[src/rtl/cnn1d_pkg.sv]
// -----------------------------------------------------------------------------
// cnn1d_pkg
// Shared definitions for the 1-D CNN datapath.
//   DATA_WIDTH      sample width used by every stage
//   window_state_t  sliding_window control states (FILL, RUN, DRAIN)
//   pad_width(k)    "same" zero padding on each side of a frame: (k-1)/2
// -----------------------------------------------------------------------------
package cnn1d_pkg;

   localparam int DATA_WIDTH = 8;

   typedef enum logic [1:0] {
      FILL  = 2'd0,  // fewer than KERNEL_SIZE entries shifted since frame start
      RUN   = 2'd1,  // steady state, windows emitted at STRIDE
      DRAIN = 2'd2   // trailing zero padding injected, input stalled
   } window_state_t;

   function automatic int pad_width(input int k);
      return (k - 1) / 2;
   endfunction

endpackage

[src/rtl/window_shift_reg.sv]
// -----------------------------------------------------------------------------
// window_shift_reg
// KERNEL_SIZE-deep shift register. Entries enter at the newest end
// ([KERNEL_SIZE-1]) and age toward [0].
// Ports:
//   clk        clock
//   rst        asynchronous active-low reset (contents zeroed)
//   shift_en   shift one entry in this cycle
//   zero_sel   entry shifted in is zero instead of data_in
//   clear      synchronous clear to all zeros (wins over shift_en)
//   data_in    serial sample
//   read_data  parallel read port: contents with this cycle's entry already
//              shifted in, so a window can be captured on the same edge that
//              accepts its newest sample
// -----------------------------------------------------------------------------
module window_shift_reg
   import cnn1d_pkg::*;
#(
   parameter int KERNEL_SIZE = 3
) (
   input  logic                                  clk,
   input  logic                                  rst,
   input  logic                                  shift_en,
   input  logic                                  zero_sel,
   input  logic                                  clear,
   input  logic [DATA_WIDTH-1:0]                 data_in,
   output logic [0:KERNEL_SIZE-1][DATA_WIDTH-1:0] read_data
);

   logic [0:KERNEL_SIZE-1][DATA_WIDTH-1:0] taps;

   // NOTE: every variable written in always_comb gets a value on every path
   // (defaults first), otherwise synthesis infers a latch.
   always_comb begin
      read_data = taps;
      for (int i = 0; i < KERNEL_SIZE - 1; i++) begin
         read_data[i] = taps[i+1];
      end
      read_data[KERNEL_SIZE-1] = zero_sel ? '0 : data_in;
   end

   // NOTE: the taps are reset even though they are storage, because zero
   // padding relies on the register holding zeros at frame start.
   // NOTE: sequential state uses non-blocking assignments so every flop samples
   // the pre-edge values, independent of statement order.
   always_ff @(posedge clk or negedge rst) begin
      if (!rst) begin
         taps <= '0;
      end else if (clear) begin
         taps <= '0;
      end else if (shift_en) begin
         taps <= read_data;
      end
   end

endmodule

[src/rtl/sliding_window.sv]
// -----------------------------------------------------------------------------
// sliding_window
// Serial-to-parallel windowing stage in front of the neuron. Accepts one sample
// per ready/valid transfer and emits KERNEL_SIZE-wide windows every STRIDE
// entries; windows never span a frame of SEQ_LEN samples.
//
// Build option: SLIDING_WINDOW_ZERO_PAD_EN enables "same" zero padding of
// P = (KERNEL_SIZE-1)/2 entries at each end of a frame; trailing padding is
// injected from the DRAIN state. Undefined: no padding, DRAIN unreachable.
//
// Parameters: KERNEL_SIZE (1..SEQ_LEN), STRIDE (>=1), SEQ_LEN.
// Ports:
//   clk               clock
//   rst               asynchronous active-low reset
//   window_ready_in   upstream may transfer a sample
//   window_valid_in   window_data_in is valid
//   window_data_in    serial sample
//   window_ready_out  downstream accepts the window
//   window_valid_out  window_data_out holds a complete window
//   window_data_out   window, [0] oldest .. [KERNEL_SIZE-1] newest
//   window_last_out   final window of the frame
// -----------------------------------------------------------------------------
module sliding_window
   import cnn1d_pkg::*;
#(
   parameter int KERNEL_SIZE = 3,
   parameter int STRIDE      = 1,
   parameter int SEQ_LEN     = 16
) (
   input  logic                                  clk,
   input  logic                                  rst,
   output logic                                  window_ready_in,
   input  logic                                  window_valid_in,
   input  logic [DATA_WIDTH-1:0]                 window_data_in,
   input  logic                                  window_ready_out,
   output logic                                  window_valid_out,
   output logic [0:KERNEL_SIZE-1][DATA_WIDTH-1:0] window_data_out,
   output logic                                  window_last_out
);

`ifdef SLIDING_WINDOW_ZERO_PAD_EN
   localparam int PAD = pad_width(KERNEL_SIZE);
`else
   localparam int PAD = 0;
`endif

   // Entries per frame including padding, and the pos value of the frame's
   // final window (computed at elaboration, so no divider in hardware).
   localparam int TOTAL    = SEQ_LEN + 2 * PAD;
   localparam int LAST_POS = KERNEL_SIZE + ((TOTAL - KERNEL_SIZE) / STRIDE) * STRIDE;
   localparam int POS_W    = $clog2(TOTAL + 1);
   localparam int CNT_W    = (STRIDE > 1) ? $clog2(STRIDE) : 1;

   typedef logic [POS_W-1:0] pos_t;
   typedef logic [CNT_W-1:0] cnt_t;

   localparam pos_t POS_START       = pos_t'(PAD);
   localparam pos_t POS_K           = pos_t'(KERNEL_SIZE);
   localparam pos_t POS_SAMPLES_END = pos_t'(SEQ_LEN + PAD);
   localparam pos_t POS_TOTAL       = pos_t'(TOTAL);
   localparam pos_t POS_LAST        = pos_t'(LAST_POS);
   localparam cnt_t CNT_RELOAD      = cnt_t'(STRIDE - 1);

   window_state_t state, state_next;
   pos_t          pos, pos_inc;
   cnt_t          stride_cnt;

   logic out_free;
   logic in_fire;
   logic drain_fire;
   logic shift_en;
   logic window_due;
   logic window_is_last;
   logic sample_end;
   logic drain_end;
   logic enter_drain;
   logic frame_restart;

   logic [0:KERNEL_SIZE-1][DATA_WIDTH-1:0] shifted;

   // ---------------------------------------------------------------- FSM ----
   always_ff @(posedge clk or negedge rst) begin
      if (!rst) begin
         state <= FILL;
      end else begin
         state <= state_next;
      end
   end

   always_comb begin
      state_next = state;
      case (state)
         FILL: begin
            if (enter_drain) begin
               state_next = DRAIN;
            end else if (frame_restart) begin
               state_next = FILL;
            end else if (shift_en && (pos_inc == POS_K)) begin
               state_next = RUN;
            end
         end
         RUN: begin
            if (enter_drain) begin
               state_next = DRAIN;
            end else if (frame_restart) begin
               state_next = FILL;
            end
         end
         DRAIN: begin
            if (frame_restart) begin
               state_next = FILL;
            end
         end
         default: state_next = FILL;
      endcase
   end

   // Output register is free when empty or being read this cycle. Input is
   // refused while reset is asserted, while draining padding, or while a
   // window is stalled downstream.
   always_comb begin
      out_free        = !window_valid_out || window_ready_out;
      window_ready_in = rst && (state != DRAIN) && out_free;
      drain_fire      = (state == DRAIN) && out_free;
   end

   // ----------------------------------------------------------- datapath ----
   always_comb begin
      in_fire  = window_valid_in && window_ready_in;
      shift_en = in_fire || drain_fire;
      pos_inc  = pos + 1'b1;

      // First window of a frame is due on reaching KERNEL_SIZE entries; after
      // that, whenever the stride down-counter has run out.
      window_due = 1'b0;
      if (shift_en) begin
         if (pos_inc == POS_K) begin
            window_due = 1'b1;
         end else if ((pos_inc > POS_K) && (stride_cnt == '0)) begin
            window_due = 1'b1;
         end
      end
      window_is_last = (pos_inc == POS_LAST);

      sample_end    = in_fire && (pos_inc == POS_SAMPLES_END);
      drain_end     = drain_fire && (pos_inc == POS_TOTAL);
      enter_drain   = sample_end && (PAD != 0);
      frame_restart = (sample_end && (PAD == 0)) || drain_end;
   end

   always_ff @(posedge clk or negedge rst) begin
      if (!rst) begin
         pos        <= POS_START;
         stride_cnt <= CNT_RELOAD;
      end else if (shift_en) begin
         if (frame_restart) begin
            pos        <= POS_START;
            stride_cnt <= CNT_RELOAD;
         end else begin
            pos <= pos_inc;
            if (window_due) begin
               stride_cnt <= CNT_RELOAD;
            end else if (pos_inc > POS_K) begin
               stride_cnt <= stride_cnt - 1'b1;
            end
         end
      end
   end

   // Clearing on frame restart leaves zeros for the leading padding of the
   // next frame; the window captured on that edge comes from 'shifted'.
   window_shift_reg #(
      .KERNEL_SIZE (KERNEL_SIZE)
   ) u_shift_reg (
      .clk       (clk),
      .rst       (rst),
      .shift_en  (shift_en),
      .zero_sel  (drain_fire),
      .clear     (shift_en && frame_restart),
      .data_in   (window_data_in),
      .read_data (shifted)
   );

   // A window only loads when the output register is free, so data and last
   // stay stable for as long as a window is stalled.
   always_ff @(posedge clk or negedge rst) begin
      if (!rst) begin
         window_valid_out <= 1'b0;
         window_last_out  <= 1'b0;
         window_data_out  <= '0;
      end else if (window_due) begin
         window_valid_out <= 1'b1;
         window_last_out  <= window_is_last;
         window_data_out  <= shifted;
      end else if (window_ready_out) begin
         window_valid_out <= 1'b0;
      end
   end

endmodule

[config.mk]
export PLATFORM = sky130hd
export DESIGN_NAME = sliding_window
export DESIGN_NICKNAME = d
export VERILOG_FILES = /design/src/rtl/cnn1d_pkg.sv /design/src/rtl/window_shift_reg.sv /design/src/rtl/sliding_window.sv
export SDC_FILE = /design/constraint.sdc
export NUM_CORES = 1
export LEC_CHECK = 0
export ABC_AREA = 1
export CAP_MARGIN = 20
export CORE_MARGIN = 5
export CORE_UTILIZATION = 55
export CTS_CLUSTER_SIZE = 16
export DETAILED_ROUTE_END_ITERATION = 6
export PLACE_DENSITY = 0.84
export SETUP_SLACK_MARGIN = 0.4
export SLEW_MARGIN = 20
export SYNTH_ARGS = -nofsm -noshare
export SYNTH_HDL_FRONTEND = slang
export SYNTH_SLANG_ARGS = --single-unit
[constraint.sdc]
create_clock -name clk -period 3.1 [get_ports clk]
set_input_delay 0.62 -clock clk [delete_from_list [all_inputs] [get_ports clk]]
set_output_delay 0.62 -clock clk [all_outputs]
set_load 0.005 [all_outputs]
==> results of run 1 <==
## layer usage
layer / vias to the layer above / GRT usage (%) / part of all wire (%)
met2: 46 / 29.3 / 49
li1: 817 / - / -
met3: 7 / 4.63 / 4.9
met4: 0 / 7.31 / 1.7
met1: 791 / 25.0 / 44
met5: - / 0 / 0
## critical path, stage by stage
cell,delay (ns)
clkdlybuf4s50_1,0.47
o21a_1,0.15
clkdlybuf4s50_1,0.51
## path summary, 6_finish.rpt
check	from	endpoint	slack [ns]
worst max-delay path	window_ready_out	window_ready_in	0.72
min in group clk	window_data_out[14]$_DFFE_PN0P_	window_data_out[14]$_DFFE_PN0P_	0.47
worst max register to register	pos[0]$_DFFE_PN0P_	window_valid_out$_DFFE_PN0P_	1.04
worst min register to register	window_data_out[14]$_DFFE_PN0P_	window_data_out[14]$_DFFE_PN0P_	0.47
max in group asynchronous	rst	window_data_out[0]$_DFFE_PN0P_	2.27
worst min-delay path	rst	pos[1]$_DFFE_PN0P_	0.43
## cell usage after synthesis, drive strengths merged
library cell	n
nand2	75
o21ai	13
nand3	4
nor2	8
dfrtp	48
a21boi	1
inv	24
o22ai	9
clkbuf	1
nand4	28
ha	2
o21a	1
buf	12
## sequential cells by signal, summed over array words and instances (netlist names)
register               cells
window_data_out           24
pos                        5
window_last_out            1
stride_cnt                 1
window_valid_out           1
u_shift_reg.read_data     16
## report_power, final
part           internal (mW)  total [mW]  switching (mW)
combinational          0.430       0.885           0.455
clock                  0.284       0.483           0.198
sequential             0.860        1.02           0.164
total                   1.57        2.39           0.817
## through the flow
stage	utilization [%]	power [mW]	area, µm²	hold slack, ns	setup slack [ns]
floorplan	-	1.50	2080	0.324	1.46
CTS	70.6	2.41	2580	0.456	0.716
finish	70.6	2.39	2580	0.434	0.725
global placement	67.2	1.88	2460	0.458	0.562
global route	70.6	2.57	2580	0.496	0.576
detailed placement	67.2	1.92	2460	0.458	0.475
## cell type report
class                           count  share of cell area [%]
Clock inverter                      1                    1.16
Timing Repair Buffer               41                    15.4
Tap cell                           48                    2.32
Multi-Input combinational cell    141                    27.4
Sequential cell                    48                    46.5
Inverter                           24                    3.48
Clock buffer                        7                    3.73
## cells by family after synthesis
| group | count (synthesis) | synth area share, % |
|---|---|---|
| simple gates | 115 | 26.1 |
| flops | 48 | 57.6 |
| buf+inv | 37 | 8.34 |
| compound gates | 24 | 6.72 |
| fa+ha+maj | 2 | 1.20 |
==> results_dict.tcl, run 1 <==
set metrics [dict create \
    dp_hpwl_mm 2.97 \
    dr.pass1.iters 4 \
    synth.top_cells.by_area "dfrtp_1 58%, nand2_1 13%, nand4_1 8.4%" \
    antenna_found_initial 0 \
    hold_path.class "in -> async" \
    synth_cells 226 \
    clk_transition_reported_paths_ns 0.08 \
    drt-initial-drc-count 86 \
    synth_top_cell_area_share_pct 57.6 \
    dieHeight_um 71.6 \
    yosysSeqAreaShare_pct 57.6 \
    skew_ns 0.00677 \
    rsz0062_at_grt "no" \
    cp-end-kind "output port" \
    dieArea_um2 5120 \
    drive_gt1_share_pct 7.25 \
    cts-buffers-inserted 5 \
    avgSynthCellArea_um2 9.22 \
    ir_drop_mv 0.608 \
    status "finished, final reports clean" \
    hold_buffers 0 \
    yosysWarningCount 0 \
    grt_pass1_wl_mm 7.49 \
    final_hold_viol_count 0 \
    crit_fanout 2 \
    path_class "in -> out" \
    slew_headroom_pct 54.8 \
    grt_pass1_vias 1585 \
    synth_fp_nets 240 \
    die_x_um 71.6 \
    cp_data_arrival_time_ns 1.76 \
    grt_overflow 0 \
    drv_cap 0 \
    layout_commonest_cell "nand2_1" \
    finalSetupTns_ns 0 \
    tritoncts "built" \
    synth_seq_cells 48 \
    clock-sinks 48 \
    critPathLaunchType "primary input" \
    clock_latency_ns 0.30 \
    fmax_mhz 421 \
    synth_cell_types 22 \
    yosys.area.top_type "dfrtp_1" \
    initial_utilization_pct 56.9 \
    coreArea_um2 3660 \
    n_fill_cell 273 \
    reg2regPathDepth 7 \
    portBuffers 38 \
    most-common-layout-cells "73 x nand2_1, 48 x dfrtp_1, 37 x clkdlybuf4s50_1, 28 x nand4_1, 23 x inv_1" \
    ant_nets 0 \
    register_area_um2 1200 \
    vias 1661 \
    io-pin-count 39 \
    gp_congestion 0.883 \
    finalNonFillerCells 310 \
    root_buffer "clkbuf_8" \
    drc 0 \
    worstPathRequired_ns 2.48 \
    grt_max_degree 49 \
    cts_resized 0 \
    powerDensity_nw_per_um2 925 \
    fin_nets 275 \
    cts_max_level 2 \
    grt_usage_pct 18.7 \
    multiInputGateArea_um2 709 \
    drt-total-wl_mm 4.35 \
    min_period_over_period_pct 76.6 \
    finalCriticalPeriod_ns 2.38 \
    diodes 0 \
    wl_per_cell_um 14.0 \
    p_leak_nw 1.29 \
    postCtsSetupBuffers 0 \
    netlist_area_um2 2080 \
    finalMaxSlewViolations 0 \
    area_delta_synth_final_pct 24.0 \
    routed_via_density 5.36 \
    setup_viol 0 \
    cts_max_path_buffers 2 \
    rows 22 \
    worst_pin_slew_ns 0.677 \
    dp.cells 302 \
]
(Power assumes the default switching activity.)
==> run 2, diff against run 1 <==
Settings changed: CORE_UTILIZATION 55 to 51, PLACE_DENSITY 0.84 to 0.78.
Clock period 3.1 ns to 2.2 ns, I/O delays scaled along.
==> results_dict.tcl, run 2 (synthesized netlist as in run 1, its figures left out) <==
set metrics [dict create \
    status "finished, final reports clean" \
    finalMaxSlewViolations 0 \
    crit_chain "ha_2 -> nand3_1 -> nand2_1 -> nand2_2 -> nor2_4 -> nand2_4 -> nand2_8 -> nand3_4 -> nand2_1 -> nand2_1" \
    most-common-layout-cells "71 x nand2_1, 46 x dfrtp_1, 36 x clkdlybuf4s50_1, 28 x nand4_1, 22 x inv_1" \
    antenna_found_initial 0 \
    clock-sinks 48 \
    drive_gt1_share_pct 19.5 \
    drt-initial-drc-count 163 \
    worstPathRequired_ns 2.40 \
    path_common_cell "nand2_1" \
    dieHeight_um 73.9 \
    cts_max_path_buffers 2 \
    rrSetupSlack_ns 0.44 \
    grt_overflow 0 \
    drv_cap 0 \
    cp_data_arrival_time_ns 1.97 \
    path_class "reg -> reg" \
    fmax_mhz 567 \
    slew_headroom_pct 60.6 \
    initial_utilization_pct 52.5 \
    powerDensity_nw_per_um2 1370 \
    diodes 0 \
    dr.pass1.iters 4 \
    grt_max_degree 49 \
    cts_max_level 2 \
    routed_via_density 5.69 \
    coreArea_um2 3970 \
    ant_nets 0 \
    cts-buffers-inserted 5 \
    ir_drop_mv 0.679 \
    clk_transition_reported_paths_ns 0.10 \
    path_buf_inv 0 \
    dp_hpwl_mm 2.95 \
    finalSetupTns_ns 0 \
    skew_ns 0.00828 \
    layout_commonest_cell "nand2_1" \
    timing.rr.start "pos[0]$_DFFE_PN0P_" \
    crit_start "pos[0]$_DFFE_PN0P_" \
    root_buffer "clkbuf_8" \
    wl_per_cell_um 17.5 \
    grt_pass1_vias 1770 \
    critPathLaunchType "register" \
    hold_buffers 0 \
    area_delta_synth_final_pct 40.2 \
    hold_path.class "in -> async" \
    portBuffers 38 \
    crit_fanout 7 \
    rsz0062_at_grt "no" \
    min_period_over_period_pct 80.1 \
    gp_congestion 0.882 \
    io-pin-count 39 \
    cp-end-kind "register" \
    finalCriticalPeriod_ns 1.76 \
    final_core_util_pct 73.6 \
    cpPeakStageDelay_ns 0.42 \
    drc 0 \
    rows 23 \
    worst_pin_slew_ns 0.591 \
    critical-path-top-delay-family "simple AND/OR/NAND/NOR gates" \
    vias 1919 \
    drt-total-wl_mm 5.91 \
    final_hold_viol_count 0 \
    grt_usage_pct 21.2 \
    critPathSlowestCell "dfrtp_2" \
    grt_pass1_wl_mm 8.61 \
    tritoncts "built" \
    setup_viol 0 \
    p_leak_nw 1.41 \
    clock_latency_ns 0.31 \
    largest_register_ffs 24 \
    die_x_um 73.9 \
    regMostFlops "window_data_out" \
    dieArea_um2 5470 \
    fin_nets 300 \
]
[run 2: changes by cell type in the layout (fill, tap and decap cells not counted), moves of 3 or more]
cell     previous run  this run
buf_4               3        19
nor2_1              7         1
nand3_4             2         5
nor2_2              1         5
[run 2: layout make-up]
cell class                 instances  area, µm²
fill                             290       1050
timing repair buffer              60        568
inverter                          24       96.3
tap                               50       62.6
sequential                        48       1200
clock inverter                     3       68.8
multi-input combinational        147        855
clock buffer                       5       68.8
[run 2: path summary, 6_finish.rpt]
kind,end,cells past startpoint
hold reg to reg,window_data_out[15]$_DFFE_PN0P_,2
max in group asynchronous,pos[1]$_DFFE_PN0P_,2
hold / removal,window_data_out[21]$_DFFE_PN0P_,2
setup reg to reg,window_data_out[4]$_DFFE_PN0P_,10
min in group clk,window_data_out[15]$_DFFE_PN0P_,2
setup / recovery,window_data_out[4]$_DFFE_PN0P_,10
[run 2: per-stage QoR]
| stage | worst slack [ns] | total power [mW] | instances | cell area, µm² | hold WS (ns) |
|---|---|---|---|---|---|
| final | 0.437 | 4.02 | 337 | 2920 | 0.260 |
| after global routing | 0.339 | 4.25 | 337 | 2920 | 0.306 |
| after CTS | 0.356 | 3.75 | 327 | 2790 | 0.280 |
| after detailed placement | 0.134 | 2.72 | 307 | 2480 | 0.458 |
| after global placement | 0.189 | 2.68 | 307 | 2480 | 0.453 |
| after floorplan | 0.612 | 2.12 | 226 | 2080 | 0.144 |
[run 2: timing repair]
action,in CTS,in global routing
gates resized for setup,10,14
cloned,5,1
setup endpoints to repair,46,36
pin swaps,3,4
setup buffers,7,9
[run 2: where the power goes]
| part | internal, mW | total (mW) | switching, mW |
|---|---|---|---|
| registers | 1.21 | 1.44 | 0.228 |
| logic | 0.914 | 1.81 | 0.893 |
| clock network | 0.458 | 0.768 | 0.311 |
| total | 2.59 | 4.02 | 1.43 |
[run 2: metal layers]
layer / vias to the layer above / GRT usage [%] / share of wire [%]
met3: 12 / 3.92 / 7.2
li1: 877 / - / -
met5: - / 0 / 0
met2: 97 / 34.3 / 52
met1: 933 / 27.7 / 39
met4: 0 / 10.1 / 2.3
==> run 3, diff against run 2 <==
Settings changed: CORE_UTILIZATION 51 to 46, PLACE_DENSITY 0.78 to 0.75.
Clock period 2.2 ns to 1.6 ns, I/O delays scaled along.
==> results_dict.tcl, run 3 (synthesized netlist as in run 1, its figures left out) <==
set metrics [dict create \
    tritoncts "built" \
    coreArea_um2 4380 \
    skew_ns 0.00309 \
    layout_commonest_cell "nand2_1" \
    failed_checks "setup timing" \
    hold_buffers 0 \
    cp-end-kind "register" \
    fmax_mhz 596 \
    final_hold_viol_count 0 \
    grt_overflow 0 \
    critPathSlowestCell "dfrtp_2" \
    clkPwrFrac_pct 13.9 \
    gp_congestion 0.801 \
    hold_path.class "in -> async" \
    cts-buffers-inserted 5 \
    fin_ws_ns -0.0786 \
    portBuffers 38 \
    clock-sinks 48 \
    grt_pass1_vias 1715 \
    finalCriticalPeriod_ns 1.68 \
    cpPeakStageDelay_ns 0.43 \
    most-common-layout-cells "51 x nand2_1, 45 x dfrtp_1, 28 x nand4_1, 26 x buf_2, 21 x buf_4" \
    area_delta_synth_final_pct 43.8 \
    cts_max_path_buffers 2 \
    critical-path-top-delay-family "simple AND/OR/NAND/NOR gates" \
    die_x_um 77.3 \
    antenna_found_initial 0 \
    drt-initial-drc-count 107 \
    switching_share_pct 37.1 \
    clk_transition_reported_paths_ns 0.08 \
    p_leak_nw 1.54 \
    power.share.sequential_pct 37.7 \
    setup_viol 27 \
    rows 24 \
    timing.hold.ws_ns 0.141 \
    stdcell_area_um2 3000 \
    finalMaxSlewViolations 0 \
    grt_max_degree 49 \
    path_class "reg -> reg" \
    drc 0 \
    cts_max_level 2 \
    cp_data_arrival_time_ns 1.87 \
    clock_latency_ns 0.30 \
    rrSetupSlack_ns -0.08 \
    p_switching_mw 1.97 \
    vias 1799 \
    powerDensity_nw_per_um2 1770 \
    crit_chain "ha_4 -> nand4_1 -> nand2_2 -> inv_2 -> nand3_4 -> nand3_4 -> clkbuf_16 -> nand2_1 -> nand2_1" \
    dp_hpwl_mm 3.02 \
    grt_pass1_wl_mm 8.00 \
    finalSetupTns_ns -1.56 \
    grt_usage_pct 16.3 \
    placed_area_um2 2630 \
    internal_power_mw 3.34 \
    min_period_over_period_pct 105 \
    dieHeight_um 77.3 \
    dieArea_um2 5980 \
    root_buffer "clkbuf_8" \
    fin_nets 309 \
    regMostFlops "window_data_out" \
    worst_pin_slew_ns 0.605 \
    drt-total-wl_mm 5.20 \
    drive_gt1_share_pct 40.3 \
    path_buf_inv 2 \
    wl_per_cell_um 15.0 \
    drv_cap 0 \
    slew_headroom_pct 59.7 \
    worstPathRequired_ns 1.79 \
    crit_fanout 11 \
    status "finished with violations" \
    initial_utilization_pct 47.5 \
    n_fill_cell 358 \
    ir_drop_mv 0.798 \
    combPwrFrac_pct 48.4 \
    rsz0062_at_grt "yes" \
    ant_nets 0 \
    diodes 0 \
    dr.pass1.iters 4 \
    largest_register_ffs 24 \
    io-pin-count 39 \
    routed_via_density 5.18 \
    critPathLaunchType "register" \
]
==> run 3: layout make-up <==
class	count	area (µm²)	area share [%]
timing repair buffer	75	658	22.0
sequential	48	1200	40.2
tap	52	65.1	2.17
multi-input combinational	141	886	29.5
clock buffer	6	82.6	2.75
clock inverter	1	8.76	0.292
inverter	24	92.6	3.09
==> run 3: final timing paths <==
check                                                startpoint                              end  cells after the start
worst max-delay path                         pos[1]$_DFFE_PN0P_  window_data_out[11]$_DFFE_PN0P_                      9
worst min-delay path                                        rst  window_data_out[22]$_DFFE_PN0P_                      2
worst max register to register               pos[1]$_DFFE_PN0P_  window_data_out[11]$_DFFE_PN0P_                      9
worst min register to register  window_data_out[22]$_DFFE_PN0P_  window_data_out[22]$_DFFE_PN0P_                      2
max in group asynchronous                                   rst               pos[0]$_DFFE_PN0P_                      2
min in group clk                window_data_out[22]$_DFFE_PN0P_  window_data_out[22]$_DFFE_PN0P_                      2
==> run 3: worst reg2reg max path, cell delays in order (launching register included) <==
cell	delay (ns)
dfrtp_2	0.43
ha_4	0.20
nand4_1	0.12
nand2_2	0.13
inv_2	0.08
nand3_4	0.16
nand3_4	0.15
clkbuf_16	0.20
nand2_1	0.07
nand2_1	0.05
==> run 3: per-stage QoR <==
| stage | power [mW] | util, % | std cells | setup slack [ns] |
|---|---|---|---|---|
| after floorplan | 3.03 | - | 226 | 0.0764 |
| after global placement | 4.04 | 60.1 | 316 | -0.166 |
| after detailed placement | 4.10 | 60.1 | 316 | -0.170 |
| after CTS | 4.82 | 62.8 | 340 | 0.00849 |
| after global routing | 5.69 | 68.4 | 347 | -0.186 |
| final | 5.31 | 68.4 | 347 | -0.0786 |
==> run 3: power groups by stage <==
| stage | sequential (mW) | clock, mW | combinational [mW] |
|---|---|---|---|
| after floorplan | 1.97 | 0 | 1.06 |
| after global placement | 1.99 | 0 | 2.06 |
| after detailed placement | 2.00 | 0 | 2.10 |
| after CTS | 1.95 | 0.755 | 2.12 |
| after global routing | 2.06 | 0.811 | 2.82 |
| final | 2.00 | 0.737 | 2.57 |
==> run 3: repair_timing <==
item / 4_1_cts / 5_1_grt
cloned: 0 / 3
pin swaps: 3 / 11
endpoints found under the setup margin: 74 / 49
setup buffers: 17 / 4
resized for setup: 106 / 57
==> run 3: routing by layer <==
layer  wire [µm]  share of wire [%]  vias to the layer above  track usage, %
met5           0                  0                        -               0
met1        2280                 44                      867            21.5
met4          47               0.90                        0            4.64
met3         184                3.5                        5            4.33
met2        2680                 52                       30            26.3
li1            -                  -                      897               -
